[config.mk]
export PLATFORM = sky130hd
export DESIGN_NAME = fwd_scoreboard
export DESIGN_NICKNAME = d
export VERILOG_FILES = /design/src/rtl/fwd_scoreboard.sv
export SDC_FILE = /design/constraint.sdc
export NUM_CORES = 1
export LEC_CHECK = 0
export BUFFER_PORTS_ARGS = -buffer_cell sky130_fd_sc_hd__buf_2
export CAP_MARGIN = 20
export CORE_AREA = 2 2 102 202
export CTS_BUF_LIST = sky130_fd_sc_hd__clkbuf_2
export DETAILED_ROUTE_END_ITERATION = 6
export DIE_AREA = 0 0 104 204
export MAX_ROUTING_LAYER = met4
export PLACE_DENSITY = 0.79
export SLEW_MARGIN = 10
export SYNTH_ARGS = -nofsm -noshare
export SYNTH_HDL_FRONTEND = slang
export SYNTH_SLANG_ARGS = --single-unit
[constraint.sdc]
create_clock -name clk -period 5.8 [get_ports clk]
set_input_delay 0.87 -clock clk [delete_from_list [all_inputs] [get_ports clk]]
set_output_delay 0.87 -clock clk [all_outputs]
set_load 0.02 [all_outputs]
[src/rtl/fwd_scoreboard.sv]
// fwd_scoreboard: RAW/WAW issue-stall generation from a per-register
// countdown scoreboard, plus nearest-stage operand forwarding for EX.
// Optional feature macro: FWD_SB_STALL_CNT_EN adds a saturating count of
// stall cycles on stall_cnt; without it stall_cnt is tied to zero.
module fwd_scoreboard #(
  parameter int XLEN    = 32,
  parameter int NUM_SRC = 2,
  parameter int NUM_FWD = 2,
  parameter int MAX_LAT = 4,
  localparam int LW     = $clog2(MAX_LAT + 1),
  localparam int SELW   = $clog2(NUM_FWD + 1)
) (
  input  logic                      clk,
  input  logic                      rst,
  input  logic                      issue_valid,
  output logic                      issue_ready,
  output logic                      stall,
  input  logic                      issue_we,
  input  logic [4:0]                issue_rd,
  input  logic [LW-1:0]             issue_lat,
  input  logic [NUM_SRC*5-1:0]      issue_rs,
  input  logic                      flush,
  input  logic [NUM_SRC*5-1:0]      ex_rs,
  input  logic [NUM_SRC*XLEN-1:0]   ex_rf_data,
  input  logic [NUM_FWD-1:0]        fwd_valid,
  input  logic [NUM_FWD*5-1:0]      fwd_rd,
  input  logic [NUM_FWD*XLEN-1:0]   fwd_data,
  output logic [NUM_SRC*SELW-1:0]   fwd_sel,
  output logic [NUM_SRC*XLEN-1:0]   ex_op_data,
  output logic [31:0]               stall_cnt
);

  // Countdown value per architectural register; entry 0 is constant zero.
  logic [31:0][LW-1:0] cnt_view;
  logic [LW-1:0]       lat_sat;
  logic                raw_hit;
  logic                waw_hit;
  logic                load_en;

  // Latencies beyond the deepest producer are treated as the deepest producer.
  always_comb begin
    lat_sat = (issue_lat > LW'(MAX_LAT)) ? LW'(MAX_LAT) : issue_lat;
  end

  assign cnt_view[0] = '0;

  genvar gi;
  generate
    for (gi = 1; gi < 32; gi++) begin : g_cnt
      logic [LW-1:0] cnt_q;
      logic [LW-1:0] cnt_d;

      // Count down towards zero; a new producer for this register overrides the decrement.
      always_comb begin
        cnt_d = (cnt_q != '0) ? cnt_q - LW'(1) : cnt_q;
        if (load_en && (issue_rd == 5'(gi))) begin
          cnt_d = lat_sat;
        end
      end

      // Scoreboard entry; reset forgets every in-flight producer at once.
      always_ff @(posedge clk or posedge rst) begin
        if (rst) begin
          cnt_q <= '0;
        end else begin
          cnt_q <= cnt_d;
        end
      end

      assign cnt_view[gi] = cnt_q;
    end
  endgenerate

  // Stall when a source is not yet forwardable by the time the consumer reaches
  // EX (cnt > 1), or when this write would retire before an older one (WAW).
  always_comb begin
    raw_hit = 1'b0;
    for (int i = 0; i < NUM_SRC; i++) begin
      if ((issue_rs[i*5 +: 5] != 5'd0) && (cnt_view[issue_rs[i*5 +: 5]] > LW'(1))) begin
        raw_hit = 1'b1;
      end
    end
    waw_hit     = issue_we && (issue_rd != 5'd0) && (cnt_view[issue_rd] > lat_sat);
    stall       = issue_valid && !flush && (raw_hit || waw_hit);
    issue_ready = !stall;
    load_en     = issue_valid && !stall && !flush && issue_we && (issue_rd != 5'd0);
  end

  generate
    for (gi = 0; gi < NUM_SRC; gi++) begin : g_src
      logic [4:0]      rs;
      logic [SELW-1:0] sel;
      logic [XLEN-1:0] data;

      assign rs = ex_rs[gi*5 +: 5];

      // Scan from the farthest stage inwards so the nearest match is the one left standing.
      always_comb begin
        sel  = '0;
        data = ex_rf_data[gi*XLEN +: XLEN];
        if (rs == 5'd0) begin
          data = '0;
        end else begin
          for (int k = NUM_FWD - 1; k >= 0; k--) begin
            if (fwd_valid[k] && (fwd_rd[k*5 +: 5] == rs)) begin
              sel  = SELW'(k + 1);
              data = fwd_data[k*XLEN +: XLEN];
            end
          end
        end
      end

      assign fwd_sel[gi*SELW +: SELW]    = sel;
      assign ex_op_data[gi*XLEN +: XLEN] = data;
    end
  endgenerate

`ifdef FWD_SB_STALL_CNT_EN
  logic [31:0] stall_cnt_q;
  logic [31:0] stall_cnt_d;

  // Count stalled cycles, holding at all-ones instead of wrapping.
  always_comb begin
    stall_cnt_d = (stall && (stall_cnt_q != 32'hFFFF_FFFF)) ? stall_cnt_q + 32'd1 : stall_cnt_q;
  end

  // Stall counter register.
  always_ff @(posedge clk or posedge rst) begin
    if (rst) begin
      stall_cnt_q <= '0;
    end else begin
      stall_cnt_q <= stall_cnt_d;
    end
  end

  assign stall_cnt = stall_cnt_q;
`else
  assign stall_cnt = 32'd0;
`endif

`ifndef SYNTHESIS
  // A producer that is forwardable "now" has no meaning; latency zero is illegal.
  lat_nonzero_a: assert property (@(posedge clk) disable iff (rst)
    (issue_valid && !flush && issue_we) |-> (issue_lat != '0));
`endif

endmodule

==> results.md <==
- Post-synth top area share: 0.242
- CP max stage cell: buf_2
- Number of synthesized flops with an enable pin: 0
- Post-synth ARST share: 1.00
- Seq cells post-synth: 93
- Total Negative Setup Slacks: 0 ps
- Max reg flops: 93
- Die ar.: 0.0212 sq mm
- Final WL: 32.9 mm
- Synth-to-Final Area Change: 14.9%
- Root buf cell: clkbuf_2
- Post-Synth Simple-Gate Area: 0.169
- Global Route Usage Sum: 0.318
- P_sw: 2.02 mW
- Period minus WS final: 5330 ps
- Top reg by flops: g_cnt.cnt_q
- Sequential share of the synthesized area: 0.242
- Clock transition at the registers of the reported paths: 280 ps
- Core area: 0.0197 sq mm
- Synth cell count leaders: 186 x mux2i_1, 123 x nor2_1, 93 x dfrtp_1
- Post-Synthesis Cells: 1048
- Slew headroom: 0.334
- Grt ovf: 0
- Htree depth: 3
- Flop pwr share: 0.357
- CP endpoint kind: output port
- Run status: finished, final reports clean
- Setup Skew: 33.6 ps
- Fin. Hold Viols: 0
- Setup violations, final: 0
- Largest net degree at the start of global routing: 49
- Fmax: 188 MHz
- Post-Synth XOR/XNOR Area: 0.0464
- Unrepaired setup endpoints after global routing: no
- Sw frac: 0.475
- Worst-margin pin slew: 991 ps
- Row count: 73
- Count of hold-fix buffers inserted at cts: 0
- Post-synthesis adder-cell area fraction: 0.0844
- DR vias: 9015
- DP Worst Slack: 480 ps
- Die Width: 104 um
- Clock latency at the later pin of the worst-skew pair: 700 ps
- Routed vias/inst: 5.84
- Synth area leader: dfrtp_1
- Proportion of synthesized area in mux cells: 0.274
- Chip height: 204 um
- Leak: 5.12 nW
- Worst Path Required: 4930 ps
- Finished Cell Area: 0.0111 sq mm
- Port Buf Inserts: 242
- # nets final: 1481
- Compound-Gate Fraction of Synth Area: 0.102
- Top-count cell post-synth: mux2i_1
- Antenna violations before repair: 31
- Combinational power share: 0.570
- CP Class: in -> out
- Synth Flop Type: dfrtp_1
- Slew Limit Fails: 0
- Fraction of layout cells with a size suffix above 1: 0.270
- First-pass GRT wire length: 49.7 mm
- Crit-path max cell delay: 660 ps
- Final setup margin: 474 ps
- Clock share of power: 0.072
- Clock buffer depth: 2
- Worst path cell trace: buf_2 > mux4_2 > mux4_2 > mux2_2 > ha_1 > nor2b_1 > o21ai_0 > a21oi_1 > a311oi_2 > nand3_2 > o21ai_1 > inv_1 > buf_2
- Peak VDD IR: 0.356 mV
- Largest regs: g_cnt.cnt_q: 93 flops
- Routability cong.: 0.992
- CP delay by family, top: multiplexers
- DR pass1 iterations: 5
- Worst Path Arrival: 4460 ps
- WP buf/inv: 3
- Synthesis Warnings: 0
- Tcrit/Tclk final: 0.918
- I/O pin count: 275
- Dpl cell area: 0.0109 sq mm
- Max-cap violations: 0
- Initial Utilization: 0.488
- Final ANT Viol Nets: 0
- 1st-iter DRT viols: 616
- Routed WL per cell: 21.3 um
- Worst-path fanout max: 34
- Total CTS buffers: 9
- # clock sinks: 93
- Startpoint types: input pin
- Post-CTS Setup Bufs: 0
- DRC errors left: 0
- Post-CTS sizing: 0
- Vias in the first global route: 8896
- CTS tree: done
- Pint: 2.23 mW
- DP HPWL: 26.6 mm
- Worst hold path type: in -> async
- Post-Syn Area: 0.00963 sq mm
- Synth cell types: 53
- Synth area leaders: dfrtp_1 24%, mux2i_1 19%, ha_1 8.4%, mux4_2 7.7%, a211oi_1 5.5%
- Largest family of logic cells by synthesized area: multiplexers
- Mapped Avg Cell Area: 9.19 sq um
- Pwr dens: 383 mW/mm^2
## path summary, 6_finish.rpt
check	startpoint	end	slack [ps]	depth (start not counted)
max in group asynchronous	rst	g_cnt[1].cnt_q[0]	4420	3
worst max register to register	g_cnt[25].cnt_q[1]	g_cnt[5].cnt_q[1]	1630	12
worst min-delay path	rst	g_cnt[29].cnt_q[2]	220	2
min in group clk	issue_lat[2]	g_cnt[17].cnt_q[2]	450	3
worst min register to register	g_cnt[2].cnt_q[0]	g_cnt[2].cnt_q[0]	600	2
worst max-delay path	issue_rd[0]	stall	470	13
## cells by family after synthesis
| group | count (synthesis) |
|---|---|
| AND/OR/NAND/NOR | 293 |
| multiplexers | 222 |
| buffers and inverters | 176 |
| AO/OA/AOI/OAI | 147 |
| flip-flops | 93 |
| adder cells (fa/ha/maj) | 65 |
| XOR/XNOR | 51 |
| other | 1 |
## layout make-up
cell class                      instances  area (sq um)
Fill cell                            1793          8660
Timing Repair Buffer                  256          1310
Clock inverter                          6          48.8
Tap cell                              262           328
Multi-Input combinational cell        810          6640
Sequential cell                        93          2330
Inverter                               73           275
Clock buffer                           10          50.0
Antenna cell                           34          85.1
## power by group through the flow
stage,Sequential (mW),Combinational (mW),Clock [mW]
floorplan,1.29,1.94,0
global placement,1.51,2.29,0
detailed placement,1.52,2.41,0
CTS,1.50,2.42,0.311
global route,1.54,2.72,0.330
finish,1.52,2.42,0.307
## per-stage QoR
stage / total power [mW] / hold slack [ps] / std cells / utilization
after floorplan: 3.23 / 545 / 1079 / -
after global placement: 3.80 / 571 / 1493 / 0.552
after detailed placement: 3.93 / 566 / 1493 / 0.552
after CTS: 4.23 / 222 / 1509 / 0.557
after global routing: 4.60 / 253 / 1541 / 0.561
final: 4.24 / 222 / 1544 / 0.561
## layout by cell type (no fill, tap or decap), drive strengths merged, types with 5 or more instances in the layout
master  netlist  routed
a211oi       70      70
a21oi        16      16
buf          43     255
clkbuf       60      11
clkinv        2       5
conb          1      32
dfrtp        93      93
diode         0      34
ha           65      65
inv          71      71
mux2i       186     186
mux4         33      33
nand2        48      48
nand2b       35      35
nand3         6       6
nor2        123     123
nor2b         6       6
nor3         19      19
nor4         22      22
o21ai        43      43
or4           7       7
or4b          7       7
xnor2        35      35
xor2         16      16
## layer usage
| layer | share of wire | global-route usage |
|---|---|---|
| met5 | 0 | - |
| met4 | 0.083 | 0.246 |
| met3 | 0.12 | 0.132 |
| met2 | 0.48 | 0.523 |
| met1 | 0.31 | 0.288 |
Note: power is estimated with default switching activity, not from simulation.
